$ cat src/rtl/mac_weight_loader_if.sv
// Weight-loader bus: load request, weight word stream and the
// per-array weight/slot-enable outputs toward the systolic arrays.
interface mac_weight_loader_if #(
  parameter int ARRAY_NUM = 32,
  parameter int SLOT_NUM  = 10
);
  logic                          start;
  logic [1:0]                    bank_sel;
  logic                          w_valid;
  logic [31:0]                   w_data;
  logic                          w_ready;
  logic [ARRAY_NUM*8-1:0]        weight_load;
  logic [ARRAY_NUM*SLOT_NUM-1:0] weight_load_en;
  logic [1:0]                    weight_load_sel;
  logic                          busy;
  logic                          done;

  // Producer / controller side
  modport master (
    output start, bank_sel, w_valid, w_data,
    input  w_ready, weight_load, weight_load_en, weight_load_sel, busy, done
  );

  // Loader side
  modport slave (
    input  start, bank_sel, w_valid, w_data,
    output w_ready, weight_load, weight_load_en, weight_load_sel, busy, done
  );
endinterface

$ cat src/rtl/mac_weight_loader.sv
// Weight loader: collects ARRAY_NUM/4 words (4 bytes each) per slot into a
// staging register, then pulses one slot-write to every systolic array.
// Repeats for SLOT_NUM slots into the bank latched at start.
module mac_weight_loader #(
  parameter int ARRAY_NUM = 32,
  parameter int SLOT_NUM  = 10
) (
  input  logic                clk,
  input  logic                rst,
  mac_weight_loader_if.slave  bus
);
  localparam int WORDS = ARRAY_NUM / 4;
  localparam int JW    = (WORDS > 1) ? $clog2(WORDS) : 1;
  localparam int KW    = (SLOT_NUM > 1) ? $clog2(SLOT_NUM) : 1;
  localparam logic [JW-1:0] J_LAST = JW'(WORDS - 1);
  localparam logic [KW-1:0] K_LAST = KW'(SLOT_NUM - 1);

  typedef enum logic [1:0] {S_IDLE, S_COLLECT, S_WRITE, S_DONE} state_t;

  state_t                        r_state, w_state_nxt;
  logic [JW-1:0]                 r_j;
  logic [KW-1:0]                 r_k;
  logic [1:0]                    r_sel;
  logic [ARRAY_NUM*8-1:0]        r_stage, w_stage_nxt, r_weight_load;
  logic [ARRAY_NUM*SLOT_NUM-1:0] r_load_en, w_load_en_nxt;
  logic                          w_xfer, w_last_word;

  assign w_xfer      = (r_state == S_COLLECT) && bus.w_valid;
  assign w_last_word = w_xfer && (r_j == J_LAST);

  // State register
  always_ff @(posedge clk or posedge rst) begin
    if (rst) r_state <= S_IDLE;
    else     r_state <= w_state_nxt;
  end

  // Next-state logic; start outside IDLE is simply not looked at
  always_comb begin
    w_state_nxt = r_state;
    case (r_state)
      S_IDLE:    if (bus.start) w_state_nxt = S_COLLECT;
      S_COLLECT: if (w_last_word) w_state_nxt = S_WRITE;
      S_WRITE:   w_state_nxt = (r_k == K_LAST) ? S_DONE : S_COLLECT;
      S_DONE:    w_state_nxt = S_IDLE;
      default:   w_state_nxt = S_IDLE;
    endcase
  end

  // Word/slot counters and bank latch
  always_ff @(posedge clk or posedge rst) begin
    if (rst) begin
      r_j   <= '0;
      r_k   <= '0;
      r_sel <= 2'd0;
    end else begin
      if (r_state == S_IDLE && bus.start) begin
        r_j   <= '0;
        r_k   <= '0;
        r_sel <= bus.bank_sel;
      end
      if (w_xfer) r_j <= (r_j == J_LAST) ? '0 : r_j + 1'b1;
      if (r_state == S_WRITE && r_k != K_LAST) r_k <= r_k + 1'b1;
    end
  end

  // Word j lands in the staging bytes of arrays 4j..4j+3
  always_comb begin
    w_stage_nxt = r_stage;
    if (w_xfer) begin
      for (int b = 0; b < 4; b++)
        w_stage_nxt[(int'(r_j) * 4 + b) * 8 +: 8] = bus.w_data[b * 8 +: 8];
    end
  end

  // Slot-k enable for every array, raised for the cycle spent in WRITE
  always_comb begin
    w_load_en_nxt = '0;
    if (w_last_word) begin
      for (int i = 0; i < ARRAY_NUM; i++)
        w_load_en_nxt[i * SLOT_NUM + int'(r_k)] = 1'b1;
    end
  end

  // Staging and output registers; weight_load includes the final word
  always_ff @(posedge clk or posedge rst) begin
    if (rst) begin
      r_stage       <= '0;
      r_weight_load <= '0;
      r_load_en     <= '0;
    end else begin
      r_stage   <= w_stage_nxt;
      r_load_en <= w_load_en_nxt;
      if (w_last_word) r_weight_load <= w_stage_nxt;
    end
  end

  assign bus.w_ready         = (r_state == S_COLLECT);
  assign bus.busy            = (r_state == S_COLLECT) || (r_state == S_WRITE);
  assign bus.done            = (r_state == S_DONE);
  assign bus.weight_load     = r_weight_load;
  assign bus.weight_load_en  = r_load_en;
  assign bus.weight_load_sel = r_sel;
endmodule

$ cat src/flat_wrapper.sv
// flat-port wrapper written by rule: the top's interface ports become plain ports
module mac_weight_loader_flat 
#(
  parameter int ARRAY_NUM = 32,
  parameter int SLOT_NUM  = 10
)
  (clk, rst, bus_start, bus_bank_sel, bus_w_valid, bus_w_data, bus_w_ready, bus_weight_load, bus_weight_load_en, bus_weight_load_sel, bus_busy, bus_done);
  mac_weight_loader_if #(.ARRAY_NUM(ARRAY_NUM), .SLOT_NUM(SLOT_NUM)) bus_i ();
  input  logic clk;
  input  logic rst;
  input wire logic [$bits(bus_i.start)-1:0] bus_start;
  input wire logic [$bits(bus_i.bank_sel)-1:0] bus_bank_sel;
  input wire logic [$bits(bus_i.w_valid)-1:0] bus_w_valid;
  input wire logic [$bits(bus_i.w_data)-1:0] bus_w_data;
  output wire logic [$bits(bus_i.w_ready)-1:0] bus_w_ready;
  output wire logic [$bits(bus_i.weight_load)-1:0] bus_weight_load;
  output wire logic [$bits(bus_i.weight_load_en)-1:0] bus_weight_load_en;
  output wire logic [$bits(bus_i.weight_load_sel)-1:0] bus_weight_load_sel;
  output wire logic [$bits(bus_i.busy)-1:0] bus_busy;
  output wire logic [$bits(bus_i.done)-1:0] bus_done;
  assign bus_i.start = bus_start;
  assign bus_i.bank_sel = bus_bank_sel;
  assign bus_i.w_valid = bus_w_valid;
  assign bus_i.w_data = bus_w_data;
  assign bus_w_ready = bus_i.w_ready;
  assign bus_weight_load = bus_i.weight_load;
  assign bus_weight_load_en = bus_i.weight_load_en;
  assign bus_weight_load_sel = bus_i.weight_load_sel;
  assign bus_busy = bus_i.busy;
  assign bus_done = bus_i.done;
  mac_weight_loader #(.ARRAY_NUM(ARRAY_NUM), .SLOT_NUM(SLOT_NUM)) u_core (.clk(clk), .rst(rst), .bus(bus_i));
endmodule
$ cat config.mk
export PLATFORM = sky130hd
export DESIGN_NAME = mac_weight_loader_flat
export DESIGN_NICKNAME = d
export VERILOG_FILES = /design/src/rtl/mac_weight_loader_if.sv /design/src/rtl/mac_weight_loader.sv /design/src/flat_wrapper.sv
export SDC_FILE = /design/constraint.sdc
export NUM_CORES = 2
export LEC_CHECK = 0
export ABC_AREA = 1
export ABC_CLOCK_PERIOD_IN_PS = 89300
export BUFFER_PORTS_ARGS = -buffer_cell sky130_fd_sc_hd__buf_2
export CORE_MARGIN = 8
export CORE_UTILIZATION = 46
export DETAILED_ROUTE_END_ITERATION = 6
export PLACE_DENSITY_LB_ADDON = 0.25
export SYNTH_ARGS = -nofsm -noshare
export SYNTH_HDL_FRONTEND = slang
export SYNTH_SLANG_ARGS = --single-unit
$ cat constraint.sdc
create_clock -name clk -period 89.3 [get_ports clk]
set_input_delay 17.86 -clock clk [delete_from_list [all_inputs] [get_ports clk]]
set_output_delay 17.86 -clock clk [all_outputs]
set_load 0.01 [all_outputs]
==> impl_metrics.toml <==
[logic_synthesis]
synth_cells = 4177
synth_warnings = 0
synth_area_per_cell_sq_um = 8.38
netlist_area_sq_um = 35000
ys_seq_area_frac = 0.586
synth.net_count = 4247
ys_ff_latch = 819
synth-edff-count = 0
ys_async_sr_fraction = 1.00
synthDistinctLibCells = 31
synthFlopType = "dfrtp_1"

[setup_path]
path_cells = "buf_2 -> nand2_1 -> buf_4 -> nor2_4 -> inv_8 -> buf_4 -> buf_4 -> nand2_1 -> nand2_1"
critPathRequiredTime_ps = 89870
reg2reg_slack_ps = 84220
path_max_fanout = 138
crit_path_end_kind = "flop"
start_kind = "input port"
crit_path_top_delay_cell = "buf_4"
crit_path_end = "u_core.bus.weight_load[180]"
r2r-end = "u_core.bus.weight_load_en[140]"
reg2reg_from = "u_core.r_k[3]"
critPathKind = "in -> reg"
cp.arrival_ps = 21280
critPathLaunch = "bus_w_valid"
reg2regPathDepth = 8
worst_path_largest_cell_delay_ps = 930

[global_routing]
grt_max_degree = 182
track_usage = 0.333
overflow = 0
antenna_found_initial = 10
grt_pass1_wl_um = 214000
grt_pass1_vias = 31400

[job]
maxCapViolCount = 0

[sta]
fin_crit_ps = 20710
worst_slack_ps = 68590
fin_skew_ps = 18.7
holdWs_ps = 471
slew_headroom = 0.154
fmaxAchievable_mhz = 48.3
tightest_slew_ps = 1260
min_period_over_period = 0.232
tns_ps = 0
rsz0062_at_grt = "false"
finalSetupViolCount = 0
slew_viol_final = 0
report.final.hold_viol_count = 0

[cells_and_area]
layout-drive-gt1-share = 0.176
final_cell_mix = "nand2_1, dfrtp_1, buf_2"
layout_commonest_cell = "nand2_1"
areaGrowthSynthToFinish_pct = 19.1
finish.utilization = 0.551
fillCellCount = 7104
fin_nets = 4764

[die]
pin_count = 619
start_util = 0.462
die_area_sq_um = 85200
die_width_um = 292
rows = 101
die_h_um = 292
core_sq_um = 75700

[clock_tree]
clock_path_buffers = 3
cts-hold-fix-buffers = 0
cts_tree = "done"
clock-sinks = 819
clk_transition_reported_paths_ps = 60
postCtsSetupBuffers = 0
clk_latency_ps = 640
numCtsBuffers = 84
h-tree-depth = 3
ctsResizeCount = 0
cts-root-buf = "clkbuf_16"

[power]
power_density_nw_per_um2 = 25.6
leakage_nw = 23.8
ir_drop_uv = 18.0
power_mw = 1.07

[run_status]
status = "completed"

[placement]
gp_congestion = 1.03
io_buffers = 618
place_hpwl_um = 105000
pre_cts_slack_ps = 67930

[min_path]
hp-start = "u_core.bus.weight_load[196]"
hold_class = "reg -> reg"
min_path_cells = 2

[detailed_routing]
avgRoutedWirePerCell_um = 25.7
route.detailed.drc = 0
postRouteAntennaNets = 0
drt-total-wl_um = 147000
viasPerCell = 5.60
vias = 32100
drt_pass1_iterations = 6
drt-initial-drc-count = 3915
==> synthesized netlist by cell type, types with 13 or more instances <==
master	number	area [sq um]
a21oi_1	119	596
a31oi_1	35	219
and2_1	57	357
buf_1	26	97.6
buf_2	54	270
clkbuf_1	149	559
dfrtp_1	819	20500
ha_1	32	400
inv_1	278	1040
nand2_1	1535	5760
nand3_1	277	1390
nand4_1	30	188
nor2_1	306	1150
nor3_1	13	65.1
o21ai_0	354	1770
o31ai_1	21	158
==> cells by family (layout without fill, tap and decap cells) <==
logic type | count (synthesis) | count (layout) | synth area share
fa+ha+maj | 32 | 32 | 0.0114
compound gates | 552 | 552 | 0.0832
mux | 2 | 2 | 0.000643
other cells | 0 | 1 | 0
simple gates | 2243 | 2243 | 0.260
buf+inv | 529 | 1106 | 0.0594
flops | 819 | 819 | 0.586
==> worst max-delay path, delay by kind of cell <==
family,cells,cell delay (ps)
buffers and inverters,5,2900
AND/OR/NAND/NOR,4,400
==> layout make-up <==
cell class	instances	area (sq um)	area share
timing repair buffer	667	3470	0.0833
clock buffer	113	2400	0.0576
clock inverter	33	514	0.0123
inverter	293	1110	0.0267
tap	978	1220	0.0294
multi-input combinational	2829	12500	0.299
sequential	819	20500	0.492
antenna	1	2.50	0.0000600
==> sequential cells by signal (all words and copies together) (netlist names) <==
register	count
u_core.r_j	3
u_core.r_state	2
u_core.bus.weight_load_sel	2
u_core.r_stage	232
u_core.bus.weight_load	256
u_core.bus.weight_load_en	320
u_core.r_k	4
==> power by group <==
| part | switching [mW] | internal [mW] |
|---|---|---|
| clock network | 0.151 | 0.219 |
| logic | 0.204 | 0.0606 |
| registers | 0.0185 | 0.412 |
| total | 0.374 | 0.691 |
==> stage by stage <==
step	cells	area, sq um
2_1_floorplan	4177	35000
3_3_place_gp	5586	38800
3_5_place_dp	5586	38800
4_1_cts	5732	41700
5_1_grt	5732	41700
6_report	5733	41700
==> worst min-delay path by stage <==
stage,end,slack (ps)
2_1_floorplan,u_core.r_stage[183],450
3_3_place_gp,u_core.bus.weight_load[22],460
3_5_place_dp,u_core.bus.weight_load[118],460
4_1_cts,u_core.bus.weight_load[58],480
5_1_grt,u_core.bus.weight_load[124],490
6_report,u_core.bus.weight_load[196],470
==> metal layers <==
| metal | vias up | routed length, um | global-route usage |
|---|---|---|---|
| li1 | 14200 | - | - |
| met1 | 15500 | 58200 | 0.435 |
| met2 | 1920 | 63900 | 0.498 |
| met3 | 451 | 15800 | 0.101 |
| met4 | 16 | 9060 | 0.178 |
| met5 | - | 113 | 0 |
Power figures use the tool's default switching activity.
